<file path="config.mk">
export PLATFORM = sky130hd
export DESIGN_NAME = ds_scfifo_ext
export DESIGN_NICKNAME = d
export VERILOG_FILES = /design/src/rtl/ds_scfifo_ext.sv
export SDC_FILE = /design/constraint.sdc
export NUM_CORES = 1
export LEC_CHECK = 0
export ABC_AREA = 1
export CORE_UTILIZATION = 57
export DETAILED_ROUTE_END_ITERATION = 12
export PLACE_DENSITY = 0.87
export SLEW_MARGIN = 20
export SYNTH_ARGS = -nofsm -noshare
export SYNTH_HDL_FRONTEND = slang
export SYNTH_SLANG_ARGS = --single-unit
</file>
<file path="constraint.sdc">
create_clock -name clk -period 2.05 [get_ports clk]
set_input_delay 0.41 -clock clk [delete_from_list [all_inputs] [get_ports clk]]
set_output_delay 0.41 -clock clk [all_outputs]
set_load 0.05 [all_outputs]
</file>
<file path="src/rtl/ds_scfifo_ext.sv">
// ds_scfifo_ext -- single-clock DataStream FIFO on inferred RAM.
//
// Buffers up to DEPTH words between a stream producer and a stream
// consumer. DEPTH may be any integer >= 2. The pointers wrap explicitly at
// DEPTH-1. The head word is held in a registered show-ahead stage in front
// of the RAM, so o_dat never comes combinationally from i_dat.
//
// Ports:
//   clk          rising-edge clock
//   reset        asynchronous active-low reset (synchronous release)
//   clear        synchronous flush, active-high; discards any coincident
//                write/read
//   i_dat/i_val/i_rdy   inbound stream (i_rdy = not full)
//   o_dat/o_val/o_rdy   outbound stream, show-ahead head word
//   used         words currently stored (0..DEPTH)
//   almost_full  registered, used >= AFULL
//   almost_empty registered, used <= AEMPTY
module ds_scfifo_ext #(
    parameter int    DWIDTH  = 8,
    parameter int    DEPTH   = 8,
    parameter int    AFULL   = DEPTH - 1,
    parameter int    AEMPTY  = 1,
    parameter string RAMTYPE = "AUTO"
) (
    input  logic                         clk,
    input  logic                         reset,
    input  logic                         clear,
    input  logic [DWIDTH-1:0]            i_dat,
    input  logic                         i_val,
    output logic                         i_rdy,
    output logic [DWIDTH-1:0]            o_dat,
    output logic                         o_val,
    input  logic                         o_rdy,
    output logic [$clog2(DEPTH+1)-1:0]   used,
    output logic                         almost_full,
    output logic                         almost_empty
);

    localparam int             PW       = (DEPTH > 2) ? $clog2(DEPTH) : 1;
    localparam int             UW       = $clog2(DEPTH + 1);
    localparam logic [PW-1:0]  PTR_LAST = PW'(DEPTH - 1);
    localparam logic [UW-1:0]  CNT_FULL = UW'(DEPTH);
    localparam logic [UW-1:0]  AF_LVL   = UW'(AFULL);
    localparam logic [UW-1:0]  AE_LVL   = UW'(AEMPTY);

    // Reject unknown RAM block hints at elaboration time.
    if (RAMTYPE != "AUTO" && RAMTYPE != "MLAB" && RAMTYPE != "M20K") begin : g_bad_ramtype
        $error("ds_scfifo_ext: unsupported RAMTYPE");
    end

    (* ramstyle = RAMTYPE *) logic [DWIDTH-1:0] r_mem [DEPTH];

    logic [PW-1:0]     r_wrptr;
    logic [PW-1:0]     r_rdptr;
    logic [UW-1:0]     r_used;
    logic              r_oval;
    logic              r_afull;
    logic              r_aempty;
    logic [DWIDTH-1:0] r_odat;

    logic              w_wr;
    logic              w_rd;
    logic              w_load;
    logic [UW-1:0]     w_ram_cnt;
    logic [UW-1:0]     w_used_nxt;

    function automatic logic [PW-1:0] ptr_inc(input logic [PW-1:0] p);
        return (p == PTR_LAST) ? '0 : p + 1'b1;
    endfunction

    // Full refuses a write even when a read happens in the same cycle, so
    // i_rdy does not depend on o_rdy.
    assign i_rdy = (r_used != CNT_FULL);
    assign w_wr  = i_val & i_rdy & ~clear;
    assign w_rd  = r_oval & o_rdy & ~clear;

    // Words still in the RAM (those not yet moved to the head register).
    assign w_ram_cnt = r_used - UW'(r_oval);

    // Refill the head register whenever it is empty or being consumed and
    // the RAM holds a word written at an earlier edge. The RAM is only read
    // at r_rdptr while it holds at least one word, and it can then only
    // coincide with r_wrptr when all DEPTH words sit in the RAM -- in which
    // case writes are refused. The RAM's read-during-write mode therefore
    // never matters.
    assign w_load = ~clear & (w_ram_cnt != '0) & (~r_oval | o_rdy);

    always_comb begin
        w_used_nxt = r_used;
        if (clear)
            w_used_nxt = '0;
        else if (w_wr && !w_rd)
            w_used_nxt = r_used + 1'b1;
        else if (!w_wr && w_rd)
            w_used_nxt = r_used - 1'b1;
    end

    // Control state: pointers, occupancy, head-valid and flags.
    always_ff @(posedge clk or negedge reset) begin
        if (!reset) begin
            r_wrptr  <= '0;
            r_rdptr  <= '0;
            r_used   <= '0;
            r_oval   <= 1'b0;
            r_afull  <= 1'b0;
            r_aempty <= 1'b1;
        end else begin
            r_used   <= w_used_nxt;
            r_afull  <= (w_used_nxt >= AF_LVL);
            r_aempty <= (w_used_nxt <= AE_LVL);
            if (clear) begin
                r_wrptr <= '0;
                r_rdptr <= '0;
                r_oval  <= 1'b0;
            end else begin
                if (w_wr)
                    r_wrptr <= ptr_inc(r_wrptr);
                if (w_load)
                    r_rdptr <= ptr_inc(r_rdptr);
                if (w_load)
                    r_oval <= 1'b1;
                else if (w_rd)
                    r_oval <= 1'b0;
            end
        end
    end

    // Storage and head data register: no reset, contents are don't-care
    // until qualified by o_val.
    always_ff @(posedge clk) begin
        if (w_wr)
            r_mem[r_wrptr] <= i_dat;
        if (w_load)
            r_odat <= r_mem[r_rdptr];
    end

    assign o_dat        = r_odat;
    assign o_val        = r_oval;
    assign used         = r_used;
    assign almost_full  = r_afull;
    assign almost_empty = r_aempty;

endmodule

</file>
==> results.toml, run 1 <==
[status]
status = "complete, no violations"

[drt]
drt_iter0_markers = 155
met2WireLength_mm = 3.88
wirelength_mm = 7.70
avgRoutedWirePerCell_um = 17.9
vias = 2490
antenna_left = 0
wl_met1_mm = 3.07
top_layer_used = "met4"
drtPass1Iterations = 6
wl_met3_um = 647
drc = 0
via_per_inst = 5.78

[placement]
port_buffers = 28
placed_cells = 415
hpwlAfterDp_mm = 4.99
gp_congestion = 0.884

[synth]
synth_area_leader_cell = "edfxtp_1"
synthCells = 310
synth_ff_type = "edfxtp_1"
synthesis.nets = 330
synth_edf_count = 72
synthArstFlopShare_pct = 15.3
ys_seq_area_share_pct = 68.8
synth.distinct_cells = 28
syn_avg_cell_area_um2 = 11.7
ys_top_cells_by_area = "edfxtp_1 (60%), dfrtp_1 (8.3%), nor2_1 (6.5%), nand2_1 (5.8%), o32ai_1 (3.9%)"
synth_seq_cells = 85
yosys_warnings = 0
synth_top_cell_area_share_pct = 59.8
syn_area_mm2 = 0.00362

[timing]
tightest_slew_ns = 0.631
fmax_mhz = 505
relSlewSlack_pct = 57.8
skew_ns = 0.0180
setup_viol_count_final = 0
layout_min_cycle_time_ns = 1.98
slew_viol_final = 0
rsz0062_at_grt = "false"
hold_ws_ns = 0.437
post-route-period-util_pct = 96.6
hold_viol = 0
tns_ns = 0

[clock_tree]
cts_inserted_buffers = 9
insertion_delay_ns = 0.37
clkTransAtPathRegs_ns = 0.08
postCtsSetupRepairBufs = 0
cts_buffer_depth = 2
cts_max_level = 3
clock-sinks = 85
cts_root_buf = "clkbuf_8"
tritoncts = "built"

[setup_path]
critical_path_required_ns = 1.64
timing_worst_setup_path_type = "flop to primary output"
startpoint_type = "flop"
worstSetupEndpointType = "primary output"
critPathArrivalTime_ns = 1.57
path_max_fanout = 5

[cells_and_area]
final_cells = 431
antenna_cells = 0
area_delta_synth_final_pct = 19.3
drive_above_1_share_pct = 15.7
fin_nets = 371

[floorplan]
start_util_pct = 60.0
core_mm2 = 0.00603
ioPinCount = 29
die_area_mm2 = 0.00667
die_h_um = 81.7
num_rows = 28
die_w_um = 81.7

[pwr]
irDropWorstVdd_uv = 713
power.leakage_uw = 0.00166
power_density_mw_per_mm2 = 1170

[global_route]
grt_pass1_wl_mm = 12.5
antenna_found_initial = 0
grt_pass1_vias = 2486
grt_util_all_layers_pct = 26.4
overflow = 0
grt_start_max_net_pins = 21

[flow_run]
cap_viol_max_count = 0

[hold_path]
min_path_type = "input port to async pin"
[synth_stat cells (2+ instances only)]
master	n
a21oi_1	2
buf_2	4
clkbuf_1	7
clkinv_1	2
dfrtp_1	12
edfxtp_1	72
ha_1	7
inv_1	15
inv_2	2
nand2_1	56
nand2_2	4
nand2_4	2
nand3_1	11
nand4_1	2
nor2_1	63
o21ai_0	16
o21ai_1	6
o32ai_1	16
xnor2_1	2
[kinds of logic after synthesis]
kind of cell	Yosys count	share of synthesized area [%]
AO/OA/AOI/OAI	42	7.61
XOR/XNOR	2	0.484
adder cells (fa/ha/maj)	7	2.42
buffers and inverters	32	3.81
flip-flops	85	68.8
AND/OR/NAND/NOR	142	16.9
[final cells by class]
cell class | count | area, um2
timing repair buffer | 42 | 402
multi-input combinational | 193 | 1060
clock inverter | 5 | 60.1
tap | 75 | 93.8
inverter | 20 | 80.1
clock buffer | 11 | 131
fill | 395 | 1710
sequential | 85 | 2490
[flip-flops by register name, summed over array words and instances (netlist names)]
| register | cells |
|---|---|
| r_rdptr | 3 |
| r_wrptr | 3 |
| used | 4 |
| r_mem | 64 |
| almost_empty | 1 |
| o_dat | 8 |
| o_val | 1 |
| almost_full | 1 |
[routing by layer]
metal | vias to the layer above | global-route usage [%]
met5 | - | 0
met4 | 0 | 9.30
met3 | 13 | 7.78
met2 | 115 | 43.3
met1 | 1191 | 33.4
li1 | 1171 | -
[worst paths after layout]
path / end / cells past startpoint / start / slack (ns)
hold / removal: used[3] / 1 / reset / 0.44
setup reg to reg: r_mem[6][4] / 7 / used[0] / 0.23
min in group clk: r_wrptr[0] / 2 / r_wrptr[0] / 0.63
setup / recovery: i_rdy / 5 / used[0] / 0.07
max in group asynchronous: used[0] / 1 / reset / 1.16
hold reg to reg: r_wrptr[0] / 2 / r_wrptr[0] / 0.63
[repair_timing]
item | in CTS | in global routing
gates resized for setup | 3 | 1
endpoints found under the setup margin | 3 | 1
pin swaps | 0 | 0
hold buffers | 0 | 0
[report_power, final]
group          leakage (uW)  switching (uW)  internal (uW)
combinational      0.000746            1090            574
sequential         0.000821             104           2070
clock             0.0000939             617            569
total               0.00166            1820           3210
[placed cells by master, fill, tap and decap left out, types with 2 or more instances in the layout]
cell,n
edfxtp_1,72
nor2_1,55
nand2_1,54
clkdlybuf4s50_1,21
o32ai_1,16
o21ai_0,16
inv_1,15
buf_4,15
nand3_1,11
dfrtp_1,10
nor2_4,9
clkbuf_8,9
ha_1,7
o21ai_1,6
nand2_2,6
dlygate4sd2_1,3
clkinv_1,2
inv_6,2
nand2_4,2
inv_2,2
xnor2_1,2
a21oi_1,2
nand4_1,2
clkbuf_1,2
buf_12,2
dfrtp_2,2
[through the flow]
stage                     instance area (um2)  setup slack, ns  total power, uW  utilization [%]
after floorplan                          3680          0.00236             3320                -
after global placement                   4120            0.154             3820             68.4
after CTS                                4310           0.0128             5040             71.6
after detailed placement                 4120           0.0834             3880             68.4
final                                    4310           0.0703             5030             71.6
after global routing                     4310           0.0220             5270             71.6
[critical path, cell delays in order, from the launching register on]
cell     delay [ns]
dfrtp_2        0.40
inv_1          0.14
ha_1           0.27
nand3_4        0.08
buf_4          0.17
buf_12         0.15
No activity file was read; power rests on OpenSTA's default activity.
==> run 2: changes to the inputs <==
Settings changed: GPL_ROUTABILITY_DRIVEN from default to 0, PLACE_DENSITY 0.87 to 0.78.
==> run 2 against run 1 <==
Cell count unchanged. Clock skew down 0.0073 ns. Die area unchanged. Critical path type unchanged. Critical path depth unchanged. Hold slack worse by 0.0037 ns. Sequential share of layout area about the same. Worst setup slack better by 0.026 ns. Non-clock buffer count unchanged.
==> results.toml, run 2 (synthesis gave the netlist of run 1 again) <==
[status]
status = "complete, no violations"

[clock_tree]
clock-sinks = 85
cts_max_level = 3
clkTransAtPathRegs_ns = 0.08
cts_root_buf = "clkbuf_8"
postCtsSetupRepairBufs = 0
cts_buffer_depth = 2
insertion_delay_ns = 0.36
tritoncts = "built"
cts_inserted_buffers = 9

[cells_and_area]
antenna_cells = 0
largest_reg_flops = 64
final_cells = 431
final_cell_mix = "edfxtp_1 (72), nor2_1 (55), nand2_1 (54)"
area_delta_synth_final_pct = 19.2
drive_above_1_share_pct = 16.6
regMostFlops = "r_mem"
final_common_cell = "edfxtp_1"
fin_nets = 371

[placement]
hpwlAfterDp_mm = 4.94
placed_cells = 415
port_buffers = 28

[setup_path]
path_max_fanout = 6
critPathArrivalTime_ns = 1.54
worstSetupEndpointType = "primary output"
timing_worst_setup_path_type = "flop to primary output"
startpoint_type = "flop"
critical_path_required_ns = 1.64

[pwr]
power_density_mw_per_mm2 = 1160
irDropWorstVdd_uv = 766
power.leakage_uw = 0.00166
p_total_uw = 5000

[timing]
skew_ns = 0.0107
hold_viol = 0
post-route-period-util_pct = 95.3
setup_viol_count_final = 0
slew_viol_final = 0
layout_min_cycle_time_ns = 1.95
rsz0062_at_grt = "false"
tns_ns = 0
relSlewSlack_pct = 59.1
fmax_mhz = 512
tightest_slew_ns = 0.612

[global_route]
grt_pass1_wl_mm = 11.9
overflow = 0
grt_start_max_net_pins = 34
antenna_found_initial = 0
grt_util_all_layers_pct = 25.1
grt_pass1_vias = 2448

[floorplan]
die_w_um = 81.7
num_rows = 28
die_area_mm2 = 0.00667
die_h_um = 81.7
start_util_pct = 60.0
core_mm2 = 0.00603
ioPinCount = 29

[drt]
antenna_left = 0
avgRoutedWirePerCell_um = 17.1
drtPass1Iterations = 5
drt_iter0_markers = 209
wirelength_mm = 7.39
drc = 0
via_per_inst = 5.74
vias = 2473

[flow_run]
cap_viol_max_count = 0

[hold_path]
min_path_type = "input port to async pin"
==> run 2: power by group <==
part	switching [uW]	internal, uW	leakage, uW
Combinational	1090	554	0.000751
Sequential	103	2070	0.000821
Clock	610	566	0.0000918
Total	1800	3190	0.00166
==> run 2: metrics by stage <==
stage                     util, %  hold slack, ns  worst slack (ns)  area (um2)
after floorplan                 -           0.114           0.00236        3680
after global placement       68.2           0.610             0.155        4110
after detailed placement     68.2           0.616             0.119        4110
after CTS                    71.5           0.444            0.0139        4310
after global routing         71.6           0.473            0.0234        4310
final                        71.6           0.433            0.0968        4310
==> run 2: layer usage <==
metal  wire length (um)  track usage (%)  up-vias
met5                  0                0        -
met4                 85             8.25        0
met3                429             6.33       13
met2               3560             39.4       87
met1               3320             34.3     1204
li1                   -                -     1169
==> run 2: critical path, stage by stage (launching register included) <==
cell and delay (ns):
dfrtp_2 0.45, inv_1 0.09, ha_1 0.24, nand3_4 0.08, buf_4 0.18, buf_12 0.15
==> run 2: timing repair <==
action | in CTS | in global routing
pin swaps | 0 | 0
gates resized for setup | 1 | 2
hold buffers | 0 | 0
endpoints found under the setup margin | 1 | 2
==> run 2: final timing paths <==
path	start	to	slack, ns	cells past startpoint
max in group asynchronous	reset	used[0]	1.18	1
worst min-delay path	reset	almost_full	0.43	1
worst max-delay path	used[0]	i_rdy	0.1	5
worst min register to register	r_wrptr[0]	r_wrptr[0]	0.63	2
min in group clk	r_wrptr[0]	r_wrptr[0]	0.63	2
worst max register to register	used[0]	r_mem[7][5]	0.22	7
==> run 2: area by class of cell <==
cell class                 instances  area, um2
tap                               75       93.8
timing repair buffer              42        392
clock buffer                       9        124
multi-input combinational        193       1060
fill                             412       1710
sequential                        85       2490
inverter                          20       80.1
clock inverter                     7       75.1
